==> src/rtl/plru_tree_controller_if.sv <==
// Bus between the cache controller and the tree pseudo-LRU replacement controller.
// Carries the victim lookup request/response and the access-update strobe.
interface plru_tree_controller_if #(
  parameter int unsigned ASSOC    = 4,
  parameter int unsigned NUM_SETS = 256
);
  localparam int unsigned WAY_W = $clog2(ASSOC);
  localparam int unsigned IDX_W = $clog2(NUM_SETS);

  logic             lkp_req;
  logic [IDX_W-1:0] lkp_index;
  logic             lkp_valid;
  logic [WAY_W-1:0] victim_way;
  logic             upd_en;
  logic [IDX_W-1:0] upd_index;
  logic [WAY_W-1:0] upd_way;
  logic [ASSOC-1:0] way_valid;

  // Cache-controller side.
  modport master (
    output lkp_req, lkp_index, upd_en, upd_index, upd_way, way_valid,
    input  lkp_valid, victim_way
  );

  // Replacement-controller side.
  modport slave (
    input  lkp_req, lkp_index, upd_en, upd_index, upd_way, way_valid,
    output lkp_valid, victim_way
  );
endinterface

==> src/rtl/plru_tree_controller.sv <==
// Tree pseudo-LRU replacement controller: per-set heap-ordered tree bits, registered victim lookup
// with same-set update bypass. Define PLRU_VALID_PREF_EN to prefer the lowest invalid way.
module plru_tree_controller #(
  parameter int unsigned ASSOC    = 4,
  parameter int unsigned NUM_SETS = 256
) (
  input logic                   clk,
  input logic                   reset,
  plru_tree_controller_if.slave bus
);
  localparam int unsigned WAY_W = $clog2(ASSOC);
  localparam int unsigned IDX_W = $clog2(NUM_SETS);

  // Heap-numbered nodes 1..ASSOC-1 so a node number indexes its bit directly.
  typedef logic [ASSOC-1:1] tree_t;

  tree_t            tree_q [NUM_SETS];
  tree_t            upd_tree;
  tree_t            lkp_tree;
  logic [WAY_W-1:0] victim_d;
  logic [WAY_W-1:0] victim_q;
  logic             valid_q;

  // Point every node on the path to 'way' at the opposite subtree.
  function automatic tree_t touch(tree_t t, logic [WAY_W-1:0] way);
    tree_t            r;
    logic [WAY_W-1:0] node;
    logic [WAY_W-1:0] w;
    logic             dir;
    r    = t;
    node = WAY_W'(1);
    w    = way;
    for (int unsigned lvl = 0; lvl < WAY_W; lvl++) begin
      dir     = w[WAY_W-1];
      r[node] = ~dir;
      node    = (node << 1) | WAY_W'(dir);
      w       = w << 1;
    end
    return r;
  endfunction

  function automatic logic [WAY_W-1:0] walk(tree_t t);
    logic [WAY_W-1:0] node;
    logic [WAY_W-1:0] way;
    logic             dir;
    node = WAY_W'(1);
    way  = '0;
    for (int unsigned lvl = 0; lvl < WAY_W; lvl++) begin
      dir  = t[node];
      way  = (way << 1) | WAY_W'(dir);
      node = (node << 1) | WAY_W'(dir);
    end
    return way;
  endfunction

  always_comb begin
    upd_tree = touch(tree_q[bus.upd_index], bus.upd_way);
  end

`ifdef PLRU_VALID_PREF_EN
  logic [ASSOC-1:0] invalid;
  logic [WAY_W-1:0] scan_idx;
  logic             found;
`else
  logic unused_way_valid;
  assign unused_way_valid = ^bus.way_valid;
`endif

  always_comb begin
    lkp_tree = tree_q[bus.lkp_index];
    // A same-cycle update to the looked-up set is visible to the lookup.
    if (bus.upd_en && (bus.upd_index == bus.lkp_index)) begin
      lkp_tree = upd_tree;
    end
    victim_d = walk(lkp_tree);
`ifdef PLRU_VALID_PREF_EN
    invalid  = ~bus.way_valid;
    scan_idx = '0;
    found    = 1'b0;
    for (int unsigned i = 0; i < ASSOC; i++) begin
      if (invalid[0] && !found) begin
        victim_d = scan_idx;
        found    = 1'b1;
      end
      invalid  = invalid >> 1;
      scan_idx = scan_idx + WAY_W'(1);
    end
`endif
  end

  always_ff @(posedge clk) begin
    if (reset) begin
      tree_q   <= '{default: '0};
      valid_q  <= 1'b0;
      victim_q <= '0;
    end else begin
      if (bus.upd_en) begin
        tree_q[bus.upd_index] <= upd_tree;
      end
      valid_q <= bus.lkp_req;
      if (bus.lkp_req) begin
        victim_q <= victim_d;
      end
    end
  end

  assign bus.lkp_valid  = valid_q;
  assign bus.victim_way = victim_q;
endmodule
==> src/flat_wrapper.sv <==
// flat-port wrapper written by rule: the top's interface ports become plain ports
module plru_tree_controller_flat 
#(
  parameter int unsigned ASSOC    = 4,
  parameter int unsigned NUM_SETS = 256
)
  (clk, reset, bus_lkp_req, bus_lkp_index, bus_upd_en, bus_upd_index, bus_upd_way, bus_way_valid, bus_lkp_valid, bus_victim_way);
  plru_tree_controller_if #(.ASSOC(ASSOC), .NUM_SETS(NUM_SETS)) bus_i ();
  input logic clk;
  input logic reset;
  input wire logic [$bits(bus_i.lkp_req)-1:0] bus_lkp_req;
  input wire logic [$bits(bus_i.lkp_index)-1:0] bus_lkp_index;
  input wire logic [$bits(bus_i.upd_en)-1:0] bus_upd_en;
  input wire logic [$bits(bus_i.upd_index)-1:0] bus_upd_index;
  input wire logic [$bits(bus_i.upd_way)-1:0] bus_upd_way;
  input wire logic [$bits(bus_i.way_valid)-1:0] bus_way_valid;
  output wire logic [$bits(bus_i.lkp_valid)-1:0] bus_lkp_valid;
  output wire logic [$bits(bus_i.victim_way)-1:0] bus_victim_way;
  assign bus_i.lkp_req = bus_lkp_req;
  assign bus_i.lkp_index = bus_lkp_index;
  assign bus_i.upd_en = bus_upd_en;
  assign bus_i.upd_index = bus_upd_index;
  assign bus_i.upd_way = bus_upd_way;
  assign bus_i.way_valid = bus_way_valid;
  assign bus_lkp_valid = bus_i.lkp_valid;
  assign bus_victim_way = bus_i.victim_way;
  plru_tree_controller #(.ASSOC(ASSOC), .NUM_SETS(NUM_SETS)) u_core (.clk(clk), .reset(reset), .bus(bus_i));
endmodule
==> config.mk <==
export PLATFORM = sky130hd
export DESIGN_NAME = plru_tree_controller_flat
export DESIGN_NICKNAME = d
export VERILOG_FILES = /design/src/rtl/plru_tree_controller_if.sv /design/src/rtl/plru_tree_controller.sv /design/src/flat_wrapper.sv
export SDC_FILE = /design/constraint.sdc
export NUM_CORES = 2
export LEC_CHECK = 0
export CAP_MARGIN = 20
export CORE_MARGIN = 4
export CORE_UTILIZATION = 45
export CTS_BUF_LIST = sky130_fd_sc_hd__clkbuf_4 sky130_fd_sc_hd__clkbuf_8
export DETAILED_ROUTE_END_ITERATION = 8
export PLACE_DENSITY = 0.58
export SYNTH_ARGS = -nofsm -noshare
export SYNTH_HDL_FRONTEND = slang
export SYNTH_SLANG_ARGS = --single-unit
==> constraint.sdc <==
create_clock -name clk -period 4.1 [get_ports clk]
set_input_delay 0.82 -clock clk [delete_from_list [all_inputs] [get_ports clk]]
set_output_delay 0.82 -clock clk [all_outputs]
set_load 0.02 [all_outputs]
==> out/metrics.yaml <==
outcome:
  status: "finished clean"
cells_and_area:
  final_core_util_pct: 52.12
  regArea_sq_um: 15430
  drive_gt1_share_pct: 18.68
  multi_input_area_sq_um: 21830
  area_growth_pct: 14.24
  fill_cells: 8037
  fin_nets: 4427
drt:
  vias: 35790
  drc: 0
  post_drt_wl_per_cell_um: 27.44
  firstDrtPassIters: 6
  antenna_left: 0
  wl_um: 155100
  drt_iter0_drc: 4724
  vias_per_cell: 6.333
cts:
  clk_pin_slew_worst_paths_ns: 0.06
  cts_tree: "built"
  cts_hold_buffers: 0
  htreeDepth: 4
  cts_setup_buffers: 0
  cts_buffers: 139
  clkSinkCount: 771
  clockBufferDepth: 3
  cts_resized: 0
  worstSkewPairLatency_ns: 0.84
  clockRootBuffer: "clkbuf_8"
synth:
  ys_ff_latch: 771
  ys_seq_area_share_pct: 39.55
  async_flop_share_pct: 0
  syn_area_per_cell_sq_um: 8.964
  synth_top_area_share_pct: 39.55
  synthesis.nets: 4380
  syn_area_sq_um: 39030
  yosysWarningCount: 0
  ys.flop_type: "dfxtp_1"
  yosysUniqueCellTypes: 65
  synth_top_area_cell: "dfxtp_1"
  synth_area_leaders: "dfxtp_1, mux4_2, nand2_1"
  netlist_instances: 4354
  synth_edf_count: 0
worst_setup_path:
  criticalPathCategory: "in2reg"
  start_kind: "input pin"
  cp_max_fo: 31
  critPathArrivalTime_ns: 4.21
  crit_required_ns: 4.79
  reg2reg_depth: 10
  endpoint_kind: "register"
  worstReg2RegStart: "u_core.tree_q[181]"
  worstSetupStartpoint: "bus_upd_index[0]"
grt:
  grt_pass1_vias: 33630
  grt-ovfl-total: 0
  grt_usage_pct: 33.45
  grt_pass1_wl_um: 226900
  antenna_found_initial: 5
  grt_max_degree: 239
pwr:
  leakage_nw: 14.57
  ir_drop_mv: 0.3288
  power.density_nw_per_um2: 376.1
min_path:
  worstHoldPathCells: 2
  min_from: "reset"
  hold_path_class: "in2reg"
timing:
  slew_viol_final: 0
  whs_ns: 0.3757
  worst_slew_pin_slew_ns: 1.224
  setup_viol: 0
  max_slew_margin_pct: 18.39
  min_period_ns: 3.524
  max_freq_mhz: 283.7
  setup_tns_ns: 0
  rsz0062_at_grt: "false"
  clock_skew_ns: 0.04467
  finalCritPeriodShare_pct: 85.96
  setup_ws_ns: 0.5757
  final-hold-violation-count: 0
floorplanning:
  coreArea_sq_um: 85550
  die_w_um: 302.5
  start_util_pct: 45.62
  die_h_um: 302.5
  ios: 29
  die-area_sq_um: 91510
  rows: 107
flow_run:
  maxCapViolCount: 0
placed_design:
  finalWeightedCongestion: 0.9774
  portBuffers: 24
  dp.final_hpwl_um: 104700
  place_ws_ns: -0.07466
## final timing paths
kind,endpoint,slack (ns)
max,u_core.tree_q[554],0.58
min,u_core.tree_q[616],0.38
max reg2reg,u_core.tree_q[562],0.88
min reg2reg,u_core.tree_q[736],0.46
## report_power, final
part | switching (mW) | leakage, nW | internal [mW] | total (mW)
combinational | 1.04 | 6.80 | 0.499 | 1.54
clock | 3.39 | 1.56 | 4.32 | 7.71
sequential | 0.00897 | 6.21 | 7.51 | 7.52
## synthesized netlist by cell type, types with 5 or more instances
master and n:
nand4_1 12, buf_2 69, nor2_1 564, a22oi_1 39
xnor2_1 8, nand2_1 750, a221oi_1 9, inv_1 5
a211oi_1 188, mux2i_1 118, nor3_1 30, dfxtp_1 771
nor2b_1 25, nand2b_1 8, a21oi_1 363, buf_4 59
buf_6 10, nand3b_1 258, o2111ai_1 8, nand3_1 121
o31ai_1 7, o221ai_1 14, a22o_1 13, a31oi_1 7
mux4_2 289, o22ai_1 8, clkbuf_1 234, and2_1 9
o211ai_1 8, nor4_1 6, o21ai_0 268, buf_1 12
## sequential cells by signal, indices dropped and copies added (netlist names)
name / count
u_core.bus.lkp_valid: 1
u_core.bus.victim_way: 2
u_core.tree_q: 768
## per-layer routing
metal	wire (um)	track usage [%]	part of all wire (%)	vias up
li1	-	-	-	15870
met1	62500	44.25	40	17520
met2	66920	49.89	43	1969
met3	17180	9.882	11	441
met4	8496	17.14	5.5	0
met5	0	0	0	-
## cell type report
type	instances	area share, %
multi-input combinational	3189	48.97
sequential	771	34.62
timing repair buffer	290	6.552
clock buffer	225	6.187
tap	1144	3.210
clock inverter	16	0.3451
inverter	10	0.08418
antenna	7	0.03929
## logic make-up after synthesis
group	share of synthesized area, %
AND/OR/NAND/NOR	21.10
XOR/XNOR	0.1795
multiplexers	19.82
AO/OA/AOI/OAI	14.59
buffers and inverters	4.770
flip-flops	39.55
## critical path, stage by stage
cell       delay, ns
buf_6           0.21
buf_12          0.22
nor2b_2         0.69
buf_4           0.31
a22oi_1         0.16
o2111ai_1       0.20
nand3_1         0.11
nor4_1          0.35
buf_4           0.19
o2111ai_1       0.20
nand2_4         0.16
buf_12          0.20
buf_12          0.21
o21ai_0         0.10
## through the flow
stage,cells,instance area [sq um],power [mW]
finish,5652,44590,16.77
CTS,5645,44570,16.81
global route,5648,44580,17.23
global placement,5403,41640,9.172
detailed placement,5404,41660,9.171
floorplan,4354,39030,8.528
## placed cells by master, fill, tap and decap left out, types with 9 or more instances in the layout
master / n
a22oi_1: 39
buf_12: 54
clkbuf_8: 171
nor2_1: 552
nand3b_1: 258
nand2_1: 749
a22o_1: 13
a211oi_1: 188
a21oi_1: 363
nand3_1: 121
dfxtp_1: 771
o21ai_0: 268
nand4_1: 12
o221ai_1: 14
nor2_2: 10
a221oi_1: 9
clkdlybuf4s50_1: 14
nor3_1: 23
nor2b_1: 24
mux2i_1: 118
clkbuf_4: 54
and2_1: 9
buf_4: 212
mux4_2: 289
(Power assumes the default switching activity.)
